<file path="config.mk">
export PLATFORM = sky130hd
export DESIGN_NAME = iir_coeff_sequencer
export DESIGN_NICKNAME = d
export VERILOG_FILES = /design/src/rtl/iir_coeff_sequencer.sv
export SDC_FILE = /design/constraint.sdc
export NUM_CORES = 1
export LEC_CHECK = 0
export BUFFER_PORTS_ARGS = -buffer_cell sky130_fd_sc_hd__buf_2
export CORE_ASPECT_RATIO = 1.5
export CORE_MARGIN = 2
export CORE_UTILIZATION = 50
export CTS_CLUSTER_DIAMETER = 50
export DETAILED_ROUTE_END_ITERATION = 8
export GPL_ROUTABILITY_DRIVEN = 0
export PLACE_DENSITY = 0.82
export SYNTH_ARGS = -nofsm -noshare
export SYNTH_HDL_FRONTEND = slang
export SYNTH_SLANG_ARGS = --single-unit
</file>
<file path="constraint.sdc">
create_clock -name clk -period 9.1 [get_ports clk]
set_input_delay 0.455 -clock clk [delete_from_list [all_inputs] [get_ports clk]]
set_output_delay 0.455 -clock clk [all_outputs]
set_load 0.02 [all_outputs]
</file>
<file path="src/rtl/iir_coeff_sequencer.sv">
// Run-time controller for the 3-tap stereo IIR filter: strobe generation, shadow
// coefficient bank, and atomic commit at a sample boundary followed by a filter flush.
module iir_coeff_sequencer #(
    parameter int CE_DIV       = 1024,
    parameter int STEREO       = 1,
    parameter int FLUSH_CYCLES = 4
) (
    input  logic        clk,
    input  logic        reset,
    input  logic [2:0]  cfg_addr,
    input  logic [39:0] cfg_data,
    input  logic        cfg_wr,
    input  logic        cfg_commit,
    output logic        cfg_busy,
    output logic        commit_done,
    output logic        filt_ce,
    output logic        filt_sample_ce,
    output logic        filt_reset,
    output logic [39:0] cx,
    output logic [7:0]  cx0,
    output logic [7:0]  cx1,
    output logic [7:0]  cx2,
    output logic [23:0] cy0,
    output logic [23:0] cy1,
    output logic [23:0] cy2
);

    localparam int CNT_W = $clog2(CE_DIV);

    typedef enum logic [1:0] {
        ST_IDLE  = 2'd0,
        ST_PEND  = 2'd1,
        ST_LOAD  = 2'd2,
        ST_FLUSH = 2'd3
    } state_t;

    state_t             state_r, state_s;
    logic [CNT_W-1:0]   cnt_r;
    logic [CNT_W-1:0]   flush_cnt_r, flush_cnt_s;
    logic               phase_r;
    logic               filt_ce_r, filt_sample_ce_r, filt_reset_r;
    logic               cfg_busy_r, commit_done_r;
    logic               flush_s, ce_s, phase_s, sample_ce_s, wr_en_s, load_s, done_s;

    logic [39:0] sh_cx_r,  act_cx_r;
    logic [7:0]  sh_cx0_r, sh_cx1_r, sh_cx2_r, act_cx0_r, act_cx1_r, act_cx2_r;
    logic [23:0] sh_cy0_r, sh_cy1_r, sh_cy2_r, act_cy0_r, act_cy1_r, act_cy2_r;

    // Next-state and flush counting for the commit sequence
    always_comb begin
        state_s     = state_r;
        flush_cnt_s = flush_cnt_r;
        case (state_r)
            ST_IDLE: begin
                if (cfg_commit) begin
                    state_s = ST_PEND;
                end else begin
                    state_s = ST_IDLE;
                end
            end
            ST_PEND: begin
                if (filt_sample_ce_r) begin
                    state_s = ST_LOAD;
                end else begin
                    state_s = ST_PEND;
                end
            end
            ST_LOAD: begin
                // flush_cnt holds the index of the current filt_reset cycle; LOAD is index 0
                flush_cnt_s = CNT_W'(1);
                if (FLUSH_CYCLES == 1) begin
                    state_s = ST_IDLE;
                end else begin
                    state_s = ST_FLUSH;
                end
            end
            ST_FLUSH: begin
                if (flush_cnt_r == CNT_W'(FLUSH_CYCLES - 1)) begin
                    state_s = ST_IDLE;
                end else begin
                    flush_cnt_s = flush_cnt_r + CNT_W'(1);
                end
            end
            default: begin
                state_s = ST_IDLE;
            end
        endcase
    end

    // Look-ahead values so every strobe leaves the block from a flop
    always_comb begin
        flush_s     = (state_s == ST_LOAD) || (state_s == ST_FLUSH);
        ce_s        = (cnt_r == CNT_W'(CE_DIV - 2)) && !flush_s;
        phase_s     = phase_r ^ filt_ce_r;
        sample_ce_s = ce_s && ((STEREO == 0) || phase_s);
        wr_en_s     = cfg_wr && (state_r == ST_IDLE);
        load_s      = (state_r == ST_PEND) && (state_s == ST_LOAD);
        done_s      = ((state_r == ST_LOAD) || (state_r == ST_FLUSH)) && (state_s == ST_IDLE);
    end

    // Control, counter and strobe registers
    always_ff @(posedge clk or posedge reset) begin
        if (reset) begin
            state_r          <= ST_IDLE;
            cnt_r            <= '0;
            flush_cnt_r      <= '0;
            phase_r          <= 1'b0;
            filt_ce_r        <= 1'b0;
            filt_sample_ce_r <= 1'b0;
            filt_reset_r     <= 1'b1;
            cfg_busy_r       <= 1'b0;
            commit_done_r    <= 1'b0;
        end else begin
            state_r          <= state_s;
            cnt_r            <= (cnt_r == CNT_W'(CE_DIV - 1)) ? '0 : cnt_r + CNT_W'(1);
            flush_cnt_r      <= flush_cnt_s;
            phase_r          <= phase_s;
            filt_ce_r        <= ce_s;
            filt_sample_ce_r <= sample_ce_s;
            filt_reset_r     <= flush_s;
            cfg_busy_r       <= (state_s != ST_IDLE);
            commit_done_r    <= done_s;
        end
    end

    // Shadow bank: written only while idle, narrow registers keep the low data bits
    always_ff @(posedge clk or posedge reset) begin
        if (reset) begin
            sh_cx_r  <= 40'd0;
            sh_cx0_r <= 8'd0;
            sh_cx1_r <= 8'd0;
            sh_cx2_r <= 8'd0;
            sh_cy0_r <= 24'd0;
            sh_cy1_r <= 24'd0;
            sh_cy2_r <= 24'd0;
        end else if (wr_en_s) begin
            case (cfg_addr)
                3'd0:    sh_cx_r  <= cfg_data;
                3'd1:    sh_cx0_r <= cfg_data[7:0];
                3'd2:    sh_cx1_r <= cfg_data[7:0];
                3'd3:    sh_cx2_r <= cfg_data[7:0];
                3'd4:    sh_cy0_r <= cfg_data[23:0];
                3'd5:    sh_cy1_r <= cfg_data[23:0];
                3'd6:    sh_cy2_r <= cfg_data[23:0];
                default: sh_cx_r  <= sh_cx_r;
            endcase
        end
    end

    // Active bank: all seven coefficients move together on entry to LOAD
    always_ff @(posedge clk or posedge reset) begin
        if (reset) begin
            act_cx_r  <= 40'd0;
            act_cx0_r <= 8'd0;
            act_cx1_r <= 8'd0;
            act_cx2_r <= 8'd0;
            act_cy0_r <= 24'd0;
            act_cy1_r <= 24'd0;
            act_cy2_r <= 24'd0;
        end else if (load_s) begin
            act_cx_r  <= sh_cx_r;
            act_cx0_r <= sh_cx0_r;
            act_cx1_r <= sh_cx1_r;
            act_cx2_r <= sh_cx2_r;
            act_cy0_r <= sh_cy0_r;
            act_cy1_r <= sh_cy1_r;
            act_cy2_r <= sh_cy2_r;
        end
    end

    assign cfg_busy       = cfg_busy_r;
    assign commit_done    = commit_done_r;
    assign filt_ce        = filt_ce_r;
    assign filt_sample_ce = filt_sample_ce_r;
    assign filt_reset     = filt_reset_r;
    assign cx             = act_cx_r;
    assign cx0            = act_cx0_r;
    assign cx1            = act_cx1_r;
    assign cx2            = act_cx2_r;
    assign cy0            = act_cy0_r;
    assign cy1            = act_cy1_r;
    assign cy2            = act_cy2_r;

endmodule
</file>
======== Word-level counts from Yosys, hierarchy flattened ========
Index checks and enable logic that the tools add are counted.
operators by class
  reduce and logical (&&, ||, !) cells .... 21
  bitwise operators ....................... 1
  $add $sub $neg .......................... 2
  eq/ne operators ......................... 15
  multiplexer cells ....................... 7
operator list
  cell                                                  count
  adder 10 x 1 -> 10 bit, second input constant         2
  equality test 10 bit, second input constant           2
  two-way mux 10 bit                                    2
  one-hot mux 10 bit (2 select lines)                   1
  AND reduction 2 bit                                   8
  equality test 10 x 2 -> 1 bit, second input constant  1
  equality test 3 bit, second input constant            3
  equality test 2 bit, second input constant            4
  one-hot mux 2 bit (4 select lines)                    1
  equality test 3 x 2 -> 1 bit, second input constant   2
  logical AND 1 bit                                     5
  zero test 2 bit                                       2
  two-way mux 2 bit                                     2
  nonzero test 2 bit                                    2
  equality test 3 x 1 -> 1 bit, second input constant   1
  zero test 3 bit                                       1
  equality test 2 x 1 -> 1 bit, second input constant   1
  logical OR 1 bit                                      2
  inequality test 2 bit, second input constant          1
  zero test 1 bit                                       1
  two-way mux 1 bit                                     1
  bitwise XOR 1 bit                                     1
word-level totals
  flip-flop bits (word level) ............. 300

======== Longest topological paths before layout ========
  word-level depth ........................ 8
  depth in mapped cells ................... 7
  gate-level depth less buffers ........... 4

======== Worst setup path before layout ========
No wires, ideal clock.
  path type ............................... register -> register
  start point ............................. register state_r[0]
  end point ............................... register sh_cx2_r[0]
  arrival time ............................ 1.468 ns
  setup slack ............................. 7.508 ns
  clock period less this slack ............ 1.592 ns
  stages on the path, launching flop included .. 6
  setup time .............................. 0.125 ns
  path through ............................ dfrtp_1 -> buf_4 -> nor4b_4 -> and3_1 -> buf_2 -> mux2_2
between the ends
  cells in the longest elaborated chain, start to end .. 3
RTL lines
  element                        RTL line  RTL
  start: declaration             37        state_t state_r, state_s;
  start signal: assignment       114       state_r <= state_s;
  zero test 2 bit                96        wr_en_s = cfg_wr && (state_r == ST_IDLE);
  logical AND 1 bit              96
  AND reduction 2 bit (no line)  n/a
  end signal: assignment         141       3'd3: sh_cx2_r <= cfg_data[7:0];
  end: declaration               46        logic [7:0] sh_cx0_r, sh_cx1_r, sh_cx2_r, act_cx0_r, act_cx1_r, act_cx2_r;
Every way passes these cells.
A chain may end at the register's enable or synchronous reset.

======== Final worst setup path ========
  start point ............................. register state_r[1]
  end point ............................... register act_cy2_r[9] (netlist: cy2[9])
between the ends
  cells in the longest elaborated chain, start to end .. 4
  elaborated cells between the ends (all ways) .. 8
  classes of those cells .................. 4 x eq/ne; 2 x mux; 2 x reduce/logical
RTL lines
  element                                            RTL line  RTL
  equality test 2 bit, or another cell as far along  53        case (state_r)
  one-hot mux 2 bit (4 select lines)                 53
  equality test 2 bit                                97        load_s = (state_r == ST_PEND) && (state_s == ST_LOAD);
  logical AND 1 bit (*)                              97
  end signal: assignment                             167       act_cy2_r <= sh_cy2_r;
  end: declaration                                   47        logic [23:0] sh_cy0_r, sh_cy1_r, sh_cy2_r, act_cy0_r, act_cy1_r, act_cy2_r;
Mark *: on every way between the ends. The rest lies on a longest branch, timed or not.

==> impl_results.md <==
- Die width: 129.1 µm
- First-pass detailed-route iteration total: 4
- DRT iter0 DRCs: 204
- Number of routed nets with antenna violations: 0
- I/O Pins: 188
- Arr. time, crit path: 3.12 ns
- CP max-delay cell: buf_4
- EDFF count, synth: 0
- Worst-Skew Late Latency: 0.53 ns
- Commonest cells in the netlist: dfrtp_1, mux2_2, mux2_1
- Worst-path fanout max: 57
- Synth area leaders: dfrtp_1, mux2_2, mux2_4, mux2_1, buf_6
- RSZ-0062 raised after global routing: false
- Crit Path Class: register to register
- Top delay family on crit path: buffers and inverters
- VDD IR-drop max: 0.1587 mV
- Final Max Tran Viols: 0
- F_max: 0.3711 GHz
- Worst Skew: 0.01431 ns
- Final setup violation count: 0
- Hold slack: 0.09550 ns
- GRT Overall Usage: 19.49%
- Clock Sinks: 300
- Largest net degree at the start of global routing: 136
- Post-Synthesis Cell Area: 11730 µm²
- Total Power: 2.699 mW
- WP buf/inv: 1
- Setup TNS: 0 ns
- Setup crit end kind: register
- Worst path required time: 9.52 ns
- Hold buffer count at cts: 0
- Fin crit period: 2.694 ns
- Routed WL: 23.74 mm
- Core Box Area: 23060 µm²
- Starting density of the core: 50.88%
- Worst Hold Class: input pin to async pin
- Input/output buffers: 187
- Post-CTS sizing: 0
- Die Ht: 191.6 µm
- Cell Rows: 68
- Clock-pin slew on the worst setup and hold paths: 0.07 ns
- Synth Register Bits: 300
- Slew @ Worst Pin: 1.042 ns
- Mapped Cells: 723
- Post-synth ARST share: 100.0%
- Area Growth Syn to Fin: 18.49%
- Most common flop cell mapped by yosys: dfrtp_1
- Relative max-transition margin: 30.57%
- Largest stage delay, worst path: 0.78 ns
- Die Area: 24730 µm²
- Clock buffer depth: 3
- Post-CTS Setup Repair Bufs: 0
- Distinct cells, synth: 48
- Clock tree root buffer cell: clkbuf_16
- Vias/cell: 5.227
- Max-Cap Viols: 0
- Fill count: 1789
- Sequential fraction of the synthesis area: 64.00%
- Post-synth net total: 773
- Area taken by multi-input logic gates: 3965 µm²
- Reg area: 7508 µm²
- Fin crit share: 29.61%
- Outcome: complete, no violations
- Pwr dens: 194.2 nW/µm²
- Initial antenna violation count: 2
- CTS buffer count: 28
- Cell taking the most area after synthesis: dfrtp_1
- DR WL/cell: 18.94 µm
- First-pass GRT wire length: 37.83 mm
- Pleak: 7.684 nW
- Layout cells sized above 1: 50.85%
- Number of global-route vias before repair: 6934
- DR vias: 6549
- Final Hold Viols: 0
- Htree depth: 1
- CTS tree: done
- Critical Path Source Type: register
- Top-area cell type share of the netlist area: 63.78%
- Layout Nets: 964
- GR Overflow Total: 0
- Hpwl dp: 15.51 mm
- CP Cell Sequence: or2_4 -> buf_4 -> mux2_2
- Syn avg cell area: 16.23 µm²
- DRC Markers: 0
- Synthesis Warnings: 0
- Count leader, synth: dfrtp_1
## flip-flops by register name, summed over array words and instances, names as in the netlist, 24 cells and up
register  count
cx           40
sh_cx_r      40
cy0          24
cy1          24
cy2          24
sh_cy0_r     24
sh_cy1_r     24
sh_cy2_r     24
## layout make-up
type | instances | area share [%]
repair buffers | 192 | 7.003
diodes | 2 | 0.03600
inverters | 9 | 0.2970
clock inverters | 14 | 1.323
clock buffers | 38 | 5.968
multi-input cells | 383 | 28.52
flip-flops and latches | 300 | 54.01
well taps | 315 | 2.835
## metrics by stage
step / cells / utilization [%] / instance area, µm² / worst slack, ns
floorplan: 723 / - / 11730 / 0.3574
global placement: 1199 / 55.87 / 12880 / 6.458
detailed placement: 1199 / 55.87 / 12880 / 6.422
CTS: 1251 / 60.27 / 13900 / 6.400
global route: 1253 / 60.29 / 13900 / 6.252
finish: 1253 / 60.29 / 13900 / 6.406
## layout by cell type, fill, tap and decap left out, types with 7 or more instances in the layout
cell type	netlist	final
mux2_1	51	51
mux2_4	40	40
nand2_1	10	9
inv_1	9	8
buf_2	15	187
mux2_2	181	181
clkbuf_8	0	7
dfrtp_1	299	299
nand3_1	16	16
clkbuf_16	0	29
## worst paths after layout
kind	from	endpoint	slack (ns)	depth (start not counted)
worst max-delay path	state_r[1]$_DFF_PP0_	cy2[9]$_DFFE_PP0P_	6.41	3
worst min-delay path	reset	cx[11]$_DFFE_PP0P_	0.1	2
worst max register to register	state_r[1]$_DFF_PP0_	cy2[9]$_DFFE_PP0P_	6.41	3
worst min register to register	phase_r$_DFF_PP0_	phase_r$_DFF_PP0_	0.46	1
max in group asynchronous	reset	sh_cx1_r[2]$_DFFE_PP0P_	7.39	3
min in group clk	cfg_data[27]	sh_cx_r[27]$_DFFE_PP0P_	0.13	2
## power by group
part | total (mW) | switching, mW | internal (mW)
registers | 1.38 | 0.0148 | 1.36
logic | 0.0728 | 0.0446 | 0.0282
clock network | 1.25 | 0.494 | 0.754
total | 2.70 | 0.553 | 2.15
## cell families (layout without fill, tap and decap cells)
kind of cell / Yosys count / count (layout) / synth area share (%)
buf+inv: 40 / 253 / 2.240
mux: 273 / 273 / 27.47
flops: 300 / 300 / 64.00
simple gates: 75 / 75 / 3.936
fa+ha+maj: 3 / 3 / 0.3200
compound gates: 26 / 26 / 1.579
other cells: 0 / 2 / 0
xor+xnor: 6 / 6 / 0.4479
## metal layers
layer  up-vias  track usage (%)  share of wire, %
met5         -                0                 0
met1      3396            24.40                40
met4         0            6.564               2.9
met3        36            3.064               4.2
met2       155            34.39                53
li1       2962                -                 -
## worst register-to-register path: cells and delay by family (launching register included)
kind	cells	cell delay, ns
mux	1	0.49
simple gates	1	0.60
buf+inv	1	0.78
flops	1	0.71
Note: power is estimated with default switching activity, not from simulation.
